--- src/rtl/tlb.sv ---
// Fully associative TLB in front of the page-table walker.
// Hits answer in two cycles; misses walk, fill and reply.
module tlb #(
   parameter  int ENTRIES = 8,
   localparam int IDX_W   = $clog2(ENTRIES)
) (
   input  logic        clk,
   input  logic        reset_n,
   input  logic        req_valid,
   input  logic [31:0] req_vaddr,
   output logic        req_ready,
   output logic        resp_valid,
   output logic [31:0] resp_paddr,
   output logic        resp_hit,
   output logic        resp_fault,
   input  logic        flush,
   output logic        walk_request,
   output logic [31:0] walk_vaddr,
   input  logic [31:0] walk_paddr,
   input  logic        walk_done,
   input  logic        walk_fault,
   output logic [15:0] hit_count,
   output logic [15:0] miss_count
);

   typedef enum logic [2:0] {
      S_IDLE, S_LOOKUP, S_WALK, S_RELEASE, S_RESP
   } state_t;

   state_t state_q, state_d;
   logic [ENTRIES-1:0]        valid_q, valid_d;
   logic [ENTRIES-1:0][19:0]  vpn_q, vpn_d;
   logic [ENTRIES-1:0][19:0]  ppn_q, ppn_d;
   logic [IDX_W-1:0]          victim_q, victim_d;
   logic [31:0]               vaddr_q, vaddr_d;
   logic [31:0]               walk_vaddr_q, walk_vaddr_d;
   logic [31:0]               resp_paddr_q, resp_paddr_d;
   logic                      resp_hit_q, resp_hit_d;
   logic                      resp_fault_q, resp_fault_d;
   logic [15:0]               hit_cnt_q, hit_cnt_d;
   logic [15:0]               miss_cnt_q, miss_cnt_d;

   logic             hit;
   logic [IDX_W-1:0] hit_idx;
   logic             free;
   logic [IDX_W-1:0] free_idx;
   logic [IDX_W-1:0] fill_idx;
   logic             fill_en;
   logic             unused_walk;

   assign unused_walk = ^walk_paddr[11:0];

   always_comb begin
      state_d      = state_q;
      valid_d      = valid_q;
      vpn_d        = vpn_q;
      ppn_d        = ppn_q;
      victim_d     = victim_q;
      vaddr_d      = vaddr_q;
      walk_vaddr_d = walk_vaddr_q;
      resp_paddr_d = resp_paddr_q;
      resp_hit_d   = resp_hit_q;
      resp_fault_d = resp_fault_q;
      hit_cnt_d    = hit_cnt_q;
      miss_cnt_d   = miss_cnt_q;
      fill_en      = 1'b0;
      fill_idx     = victim_q;

      // Scan downward so the lowest matching index ends up selected.
      hit      = 1'b0;
      hit_idx  = '0;
      free     = 1'b0;
      free_idx = '0;
      for (int i = ENTRIES - 1; i >= 0; i--) begin
         if (valid_q[i] && vpn_q[i] == vaddr_q[31:12]) begin
            hit     = 1'b1;
            hit_idx = IDX_W'(i);
         end
         if (!valid_q[i]) begin
            free     = 1'b1;
            free_idx = IDX_W'(i);
         end
      end

      unique case (state_q)
         S_IDLE: begin
            if (req_valid) begin
               vaddr_d = req_vaddr;
               state_d = S_LOOKUP;
            end
         end
         S_LOOKUP: begin
            if (hit) begin
               resp_paddr_d = {ppn_q[hit_idx], vaddr_q[11:0]};
               resp_hit_d   = 1'b1;
               resp_fault_d = 1'b0;
               if (hit_cnt_q != 16'hFFFF)
                  hit_cnt_d = hit_cnt_q + 16'd1;
               state_d = S_RESP;
            end else begin
               walk_vaddr_d = vaddr_q;
               if (miss_cnt_q != 16'hFFFF)
                  miss_cnt_d = miss_cnt_q + 16'd1;
               state_d = S_WALK;
            end
         end
         S_WALK: begin
            if (walk_done) begin
               resp_hit_d = 1'b0;
               if (walk_fault) begin
                  resp_fault_d = 1'b1;
                  resp_paddr_d = '0;
               end else begin
                  resp_fault_d = 1'b0;
                  resp_paddr_d = {walk_paddr[31:12], vaddr_q[11:0]};
                  fill_en      = 1'b1;
               end
               state_d = S_RELEASE;
            end
         end
         S_RELEASE: begin
            if (!walk_done)
               state_d = S_RESP;
         end
         S_RESP: state_d = S_IDLE;
         default: state_d = S_IDLE;
      endcase

      if (fill_en) begin
         if (free) begin
            fill_idx = free_idx;
         end else begin
            fill_idx = victim_q;
            victim_d = victim_q + IDX_W'(1);
         end
         valid_d[fill_idx] = 1'b1;
         vpn_d[fill_idx]   = vaddr_q[31:12];
         ppn_d[fill_idx]   = walk_paddr[31:12];
      end

      // Flush overrides a same-edge fill.
      if (flush)
         valid_d = '0;
   end

   always_ff @(posedge clk) begin
      if (!reset_n) begin
         state_q      <= S_IDLE;
         valid_q      <= '0;
         vpn_q        <= '0;
         ppn_q        <= '0;
         victim_q     <= '0;
         vaddr_q      <= '0;
         walk_vaddr_q <= '0;
         resp_paddr_q <= '0;
         resp_hit_q   <= 1'b0;
         resp_fault_q <= 1'b0;
         hit_cnt_q    <= '0;
         miss_cnt_q   <= '0;
      end else begin
         state_q      <= state_d;
         valid_q      <= valid_d;
         vpn_q        <= vpn_d;
         ppn_q        <= ppn_d;
         victim_q     <= victim_d;
         vaddr_q      <= vaddr_d;
         walk_vaddr_q <= walk_vaddr_d;
         resp_paddr_q <= resp_paddr_d;
         resp_hit_q   <= resp_hit_d;
         resp_fault_q <= resp_fault_d;
         hit_cnt_q    <= hit_cnt_d;
         miss_cnt_q   <= miss_cnt_d;
      end
   end

   assign req_ready    = (state_q == S_IDLE);
   assign resp_valid   = (state_q == S_RESP);
   assign walk_request = (state_q == S_WALK);
   assign walk_vaddr   = walk_vaddr_q;
   assign resp_paddr   = resp_paddr_q;
   assign resp_hit     = resp_hit_q;
   assign resp_fault   = resp_fault_q;
   assign hit_count    = hit_cnt_q;
   assign miss_count   = miss_cnt_q;

endmodule
--- config.mk ---
export PLATFORM = sky130hd
export DESIGN_NAME = tlb
export DESIGN_NICKNAME = d
export VERILOG_FILES = /design/src/rtl/tlb.sv
export SDC_FILE = /design/constraint.sdc
export NUM_CORES = 1
export LEC_CHECK = 0
export BUFFER_PORTS_ARGS = -buffer_cell sky130_fd_sc_hd__buf_4
export CAP_MARGIN = 20
export CORE_MARGIN = 2
export CORE_UTILIZATION = 60
export CTS_BUF_LIST = sky130_fd_sc_hd__clkbuf_16
export CTS_CLUSTER_DIAMETER = 120
export CTS_CLUSTER_SIZE = 28
export DETAILED_ROUTE_END_ITERATION = 6
export GPL_ROUTABILITY_DRIVEN = 0
export GPL_TIMING_DRIVEN = 0
export PLACE_DENSITY = 0.85
export SLEW_MARGIN = 5
export SYNTH_ARGS = -nofsm -noshare
export SYNTH_HDL_FRONTEND = slang
export SYNTH_SLANG_ARGS = --single-unit
--- constraint.sdc ---
create_clock -name clk -period 3.8 [get_ports clk]
set_clock_uncertainty 0.1 [all_clocks]
set_input_delay 0.19 -clock clk [delete_from_list [all_inputs] [get_ports clk]]
set_output_delay 0.19 -clock clk [all_outputs]
set_load 0.1 [all_outputs]
==> results of run 1 <==
logic make-up (layout without fill, tap and decap cells):
family,Yosys count,count (layout)
simple gates,1134,1134
fa+ha+maj,3,3
xor+xnor,185,185
flops,464,464
mux,80,80
compound gates,530,530
buf+inv,234,452
per-layer routing:
metal  vias to the layer above  share of wire, %  global-route usage [%]  wire length, um
met3                       334                13                    7.91             9400
met4                         0               5.7                    20.4             4090
li1                       9190                 -                       -                -
met5                         -                 0                       0                0
met1                      9617                37                    46.5            26700
met2                      1427                44                    57.6            31600
layout make-up:
type                    count  area [sq um]  share of cell area, %
clock buffers              21           526                   2.12
multi-input cells        1932         11700                   47.3
flip-flops and latches    464          9290                   37.5
clock inverters             2          16.3                 0.0656
inverters                  10          37.5                  0.151
plain buffers             224           992                   4.00
well taps                 468           586                   2.36
repair buffers            195          1610                   6.51
layout by cell type, fill, tap and decap left out, types with 11 or more instances in the layout:
cell	count
and3_1	18
buf_6	11
clkbuf_16	21
mux2i_1	44
o21ai_0	29
mux2_2	17
xor2_1	37
nor4_1	19
o22a_1	16
mux2_4	13
dfxtp_1	464
clkbuf_1	169
and2_1	32
a31oi_1	16
nor3_1	14
nand4_1	64
buf_1	11
buf_4	150
a22oi_1	13
a21oi_1	14
nor2_1	30
a221oi_2	13
xnor2_1	137
nand3_1	57
dlygate4sd3_1	55
buf_2	18
a21boi_0	275
nand2_1	816
nor2b_1	17
nand2b_1	15
a21boi_1	113
repair_timing:
action                                  CTS  global route
cloned                                    0             0
hold buffers                             55             0
buffers inserted                          0             2
hold endpoints to repair                168             0
gates resized for setup                   2            17
pin swaps                                 0             1
endpoints found under the setup margin   35            50
per-stage QoR:
stage	cell area [sq um]	setup WS [ps]	power (uW)	setup TNS, ps	instances
finish	24800	32.1	8820	0	3316
global route	24800	17.4	9000	0	3316
CTS	24700	2.26	8730	0	3314
detailed placement	23600	-154	6240	-2860	3236
global placement	23600	-57.2	6210	-403	3236
floorplan	22000	816	5860	0	2630
critical path, stage by stage (launching register included):
cell,delay [ps]
dfxtp_1,330
buf_2,340
xnor2_1,210
nand4_1,160
nor4_1,330
nand4_1,440
nor2b_1,290
clkbuf_1,240
o211ai_2,510
clkbuf_2,400
o22a_1,210
a31oi_1,80
flip-flops by register name, summed over array words and instances (netlist names):
register,cells
miss_count,16
vaddr_q,32
victim_q,3
hit_count,16
ppn_q,160
resp_paddr,32
walk_vaddr,32
resp_fault,1
state_q,3
valid_q,8
resp_hit,1
vpn_q,160
worst paths after layout:
| kind | from | depth (start not counted) | slack [ps] | endpoint |
|---|---|---|---|---|
| setup / recovery | vaddr_q[23]$_SDFFE_PN0P_ | 11 | 30 | resp_paddr[26]$_SDFFE_PN0P_ |
| setup reg to reg | vaddr_q[23]$_SDFFE_PN0P_ | 11 | 30 | resp_paddr[26]$_SDFFE_PN0P_ |
| hold / removal | walk_fault | 4 | 60 | resp_paddr[0]$_SDFFE_PN0P_ |
| hold reg to reg | ppn_q[83]$_SDFFE_PN0P_ | 2 | 360 | ppn_q[83]$_SDFFE_PN0P_ |
where the power goes:
| group | switching [uW] | internal [uW] |
|---|---|---|
| Combinational | 871 | 419 |
| Clock | 1570 | 1010 |
| Sequential | 35.5 | 4920 |
==> results.yml, run 1 <==
synthesis:
  synth_top_area_share_pct: 42.3
  synth_area_sq_um: 22000
  synthXorXnorAreaFrac_pct: 7.70
  yosys.area_share.simple_pct: 22.9
  synth-edff-count: 0
  yosysWarnings: 0
  synth_cell_types: 76
  synth_most_common_cell: "nand2_1"
  synth.net_count: 2703
  synth_mux_area_share_pct: 4.07
  synth_top_family_by_area: "simple AND/OR/NAND/NOR gates"
  yosys-top-cells-count: "nand2_1, dfxtp_1, a21boi_0, clkbuf_1, xnor2_1"
  ys_ff_latch: 464
  synth_top_area_cell: "dfxtp_1"
  synth_cells: 2630
  ys_seq_area_share_pct: 42.3
  synthAdderAreaFrac_pct: 0.171
  synthFlopType: "dfxtp_1"
  synth_area_per_cell_sq_um: 8.35
  synth_area_leaders: "dfxtp_1, nand2_1, a21boi_0, xnor2_1, a21boi_1"
  synth-compound-area-share_pct: 18.3
  synthArstFlopShare_pct: 0
cts:
  clock_path_buffers: 3
  cts.clk_slew.worst_paths_ps: 110
  clock_latency_ps: 570
  htreeDepth: 1
  cts.sinks: 464
  cts_tree: "done"
  cts_root_buf: "clkbuf_16"
  numCtsBuffers: 20
drt:
  vias: 20600
  avgViaCountPerCell: 6.20
  first_pass_iters: 7
  routedWlPerCell_um: 21.6
  antenna_left: 0
  drc_errors: 12
  wl_um: 71800
  first_iter_violations: 2556
floorplanning:
  start_util_pct: 60.5
  rows: 70
  die_y_um: 195
  num_io_pins: 171
  die-area_sq_um: 38200
  coreArea_sq_um: 36300
  fp.dieW_um: 195
global_route:
  grt_pass1_wl_um: 109000
  grt_pass1_vias: 20000
  grt_antenna_before_repair: 2
  grt_max_degree: 29
  grt-ovfl-total: 0
  grtUsageTotal_pct: 36.5
worst_setup_path:
  worstPathMaxFanout: 10
  cp-end-kind: "flop"
  critPathKind: "flop to flop"
  start_kind: "flop"
  cp_data_required_time_ps: 4150
  cp.arrival_ps: 4120
timing:
  finalSetupViolations: 0
  maxSlewViolCount: 0
  hold_viol_final: 0
  worstMarginPinSlew_ps: 1070
  layout_min_cycle_time_ps: 3770
  grt_setup_unrepaired: "false"
  fmax_ghz: 0.265
  holdWs_ps: 64.1
  slew_headroom_pct: 28.7
  fin_crit_sh_pct: 99.2
power_and_ir_drop:
  power.density_nw_per_um2: 356
  vdd_drop_max_mv: 0.292
  p_leak_uw: 0.00885
layout:
  drive_gt1_share_pct: 10.0
  fin_nets: 2920
  area_delta_synth_final_pct: 12.8
  fill_cells: 2791
  antenna_cells: 0
  postLayoutCoreUtil_pct: 68.2
placement:
  portBuffers: 138
  dp.final_hpwl_um: 49500
hold_path:
  hold_path.class: "input pin to flop"
run:
  drv_cap: 0
status:
  outcome: "finished with violations"
  violations: "DRC"
(Power assumes the default switching activity.)
==> run 2: changes to the inputs <==
Settings changed: CORE_ASPECT_RATIO set to 0.75.
==> results.yml, run 2 (same netlist as run 1, synthesis figures left out) <==
timing:
  slew_headroom_pct: 20.4
  maxSlewViolCount: 0
  timing.final.ws_setup_ps: -109
  hold_viol_final: 0
  finalSetupViolations: 4
  holdWs_ps: 114
  layout_min_cycle_time_ps: 3910
  fin_tns_setup_ps: -275
  fin_crit_sh_pct: 103
  fmax_ghz: 0.256
  worstMarginPinSlew_ps: 1180
floorplanning:
  fp.dieW_um: 225
  rows: 60
  coreArea_sq_um: 36000
  num_io_pins: 171
  die-area_sq_um: 38200
  die_y_um: 170
  start_util_pct: 61.1
worst_setup_path:
  start_kind: "flop"
  path_cells: "buf_4, xnor2_2, nand3_1, or4_1, a211oi_1, o21bai_2, a21oi_4, nor2_1, clkbuf_1, o31ai_1, o31ai_1"
  r2r_cells: 11
  max_stage_delay_ps: 550
  rr_endpoint: "resp_paddr[29]$_SDFFE_PN0P_"
  r2r_start: "vaddr_q[31]$_SDFFE_PN0P_"
  crit_slowest_cell: "or4_1"
  cp_data_required_time_ps: 4140
  critical-path-top-delay-family: "compound AO/OA/AOI/OAI gates"
  cp_num_buf_inv: 2
  cp-end-kind: "flop"
  cp.arrival_ps: 4250
  worstPathMaxFanout: 10
  rrSetupSlack_ps: -110
  cpMostUsedCell: "o31ai_1"
  critPathKind: "flop to flop"
drt:
  antenna_left: 0
  drc_errors: 1
  avgViaCountPerCell: 6.24
  first_pass_iters: 7
  wl_um: 73000
  routedWlPerCell_um: 22.1
  vias: 20700
  first_iter_violations: 2918
global_route:
  grt_antenna_before_repair: 1
  grt-ovfl-total: 0
  grtUsageTotal_pct: 37.2
  grt_pass1_vias: 19800
  grt_pass1_wl_um: 110000
  grt_max_degree: 29
status:
  violations: "DRC, setup timing"
  outcome: "finished with violations"
cts:
  numCtsBuffers: 20
  cts.clk_slew.worst_paths_ps: 110
  clock_latency_ps: 570
  cts_setup_buffers: 0
  htreeDepth: 1
  cts_tree: "done"
  clock_path_buffers: 3
  cts_root_buf: "clkbuf_16"
  cts.sinks: 464
placement:
  placed_area_sq_um: 23600
  dp.cells: 3234
  dp.final_hpwl_um: 50500
  portBuffers: 138
layout:
  fin_cells: 3311
  design_area_sq_um: 24800
  area_delta_synth_final_pct: 12.7
  fin_nets: 2919
  final_cell_mix: "nand2_1, dfxtp_1, a21boi_0"
  drive_gt1_share_pct: 9.73
  final_common_cell: "nand2_1"
  top_regs: "ppn_q: 160 flops, vpn_q: 160 flops"
  postLayoutCoreUtil_pct: 68.8
  antenna_cells: 0
power_and_ir_drop:
  p_leak_uw: 0.00883
  power.density_nw_per_um2: 357
  vdd_drop_max_mv: 0.266
hold_path:
  whs_path_depth: 5
  hold_path.class: "input pin to flop"
  min_to: "victim_q[2]$_SDFFE_PN0P_"
  hp-start: "walk_fault"
run:
  drv_cap: 0
-- run 2: worst min-delay path, delay by kind of cell --
kind,cells,cell delay [ps]
buffers and inverters,1,110
xor gates and xnor gates,1,60
and+or+nand+nor,3,380
-- run 2: routing by layer --
layer  GRT usage [%]  vias up  wire length (um)
met3            11.4      294             10500
met2            56.4     1443             30800
met1            48.6     9722             28200
li1                -     9201                 -
met4            16.8        2              3600
met5               0        -                 9
-- run 2: how the worst max path moves through the flow --
stage,start,endpoint,slack (ps),cells past startpoint
6_report,vaddr_q[31]$_SDFFE_PN0P_,resp_paddr[29]$_SDFFE_PN0P_,-110,11
5_1_grt,vaddr_q[31]$_SDFFE_PN0P_,resp_paddr[28]$_SDFFE_PN0P_,-40,11
4_1_cts,vaddr_q[21]$_SDFFE_PN0P_,resp_paddr[22]$_SDFFE_PN0P_,90,12
3_5_place_dp,vaddr_q[31]$_SDFFE_PN0P_,resp_paddr[22]$_SDFFE_PN0P_,-20,11
3_3_place_gp,vaddr_q[21]$_SDFFE_PN0P_,walk_vaddr[13]$_SDFFE_PN0P_,-60,11
2_1_floorplan,state_q[1]$_SDFFE_PN0P_,resp_valid,820,2
-- run 2: final cells by class --
type | instances | area [sq um]
Clock inverter | 1 | 16.3
Multi-Input combinational cell | 1932 | 11700
Buffer | 224 | 997
Clock buffer | 21 | 526
Tap cell | 465 | 582
Timing Repair Buffer | 194 | 1600
Fill cell | 2691 | 11200
Sequential cell | 464 | 9290
Inverter | 10 | 37.5
-- run 2: through the flow --
stage	setup slack [ps]	power [uW]
after detailed placement	-25.0	6250
after CTS	85.6	8720
after global routing	-43.0	9000
after global placement	-63.1	6220
after floorplan	816	5860
final	-109	8840
-- run 2: power by group --
group / switching [uW] / internal [uW] / total (uW) / leakage (uW)
Clock: 1580 / 1010 / 2590 / 0.000266
Sequential: 34.0 / 4920 / 4950 / 0.00374
Combinational: 884 / 415 / 1300 / 0.00482
Total: 2500 / 6340 / 8840 / 0.00883
-- run 2: timing repair --
item / 4_1_cts / 5_1_grt
hold endpoints to repair: 194 / 0
endpoints found under the setup margin: 12 / 42
hold buffers: 55 / 0
gates resized for setup: 3 / 11
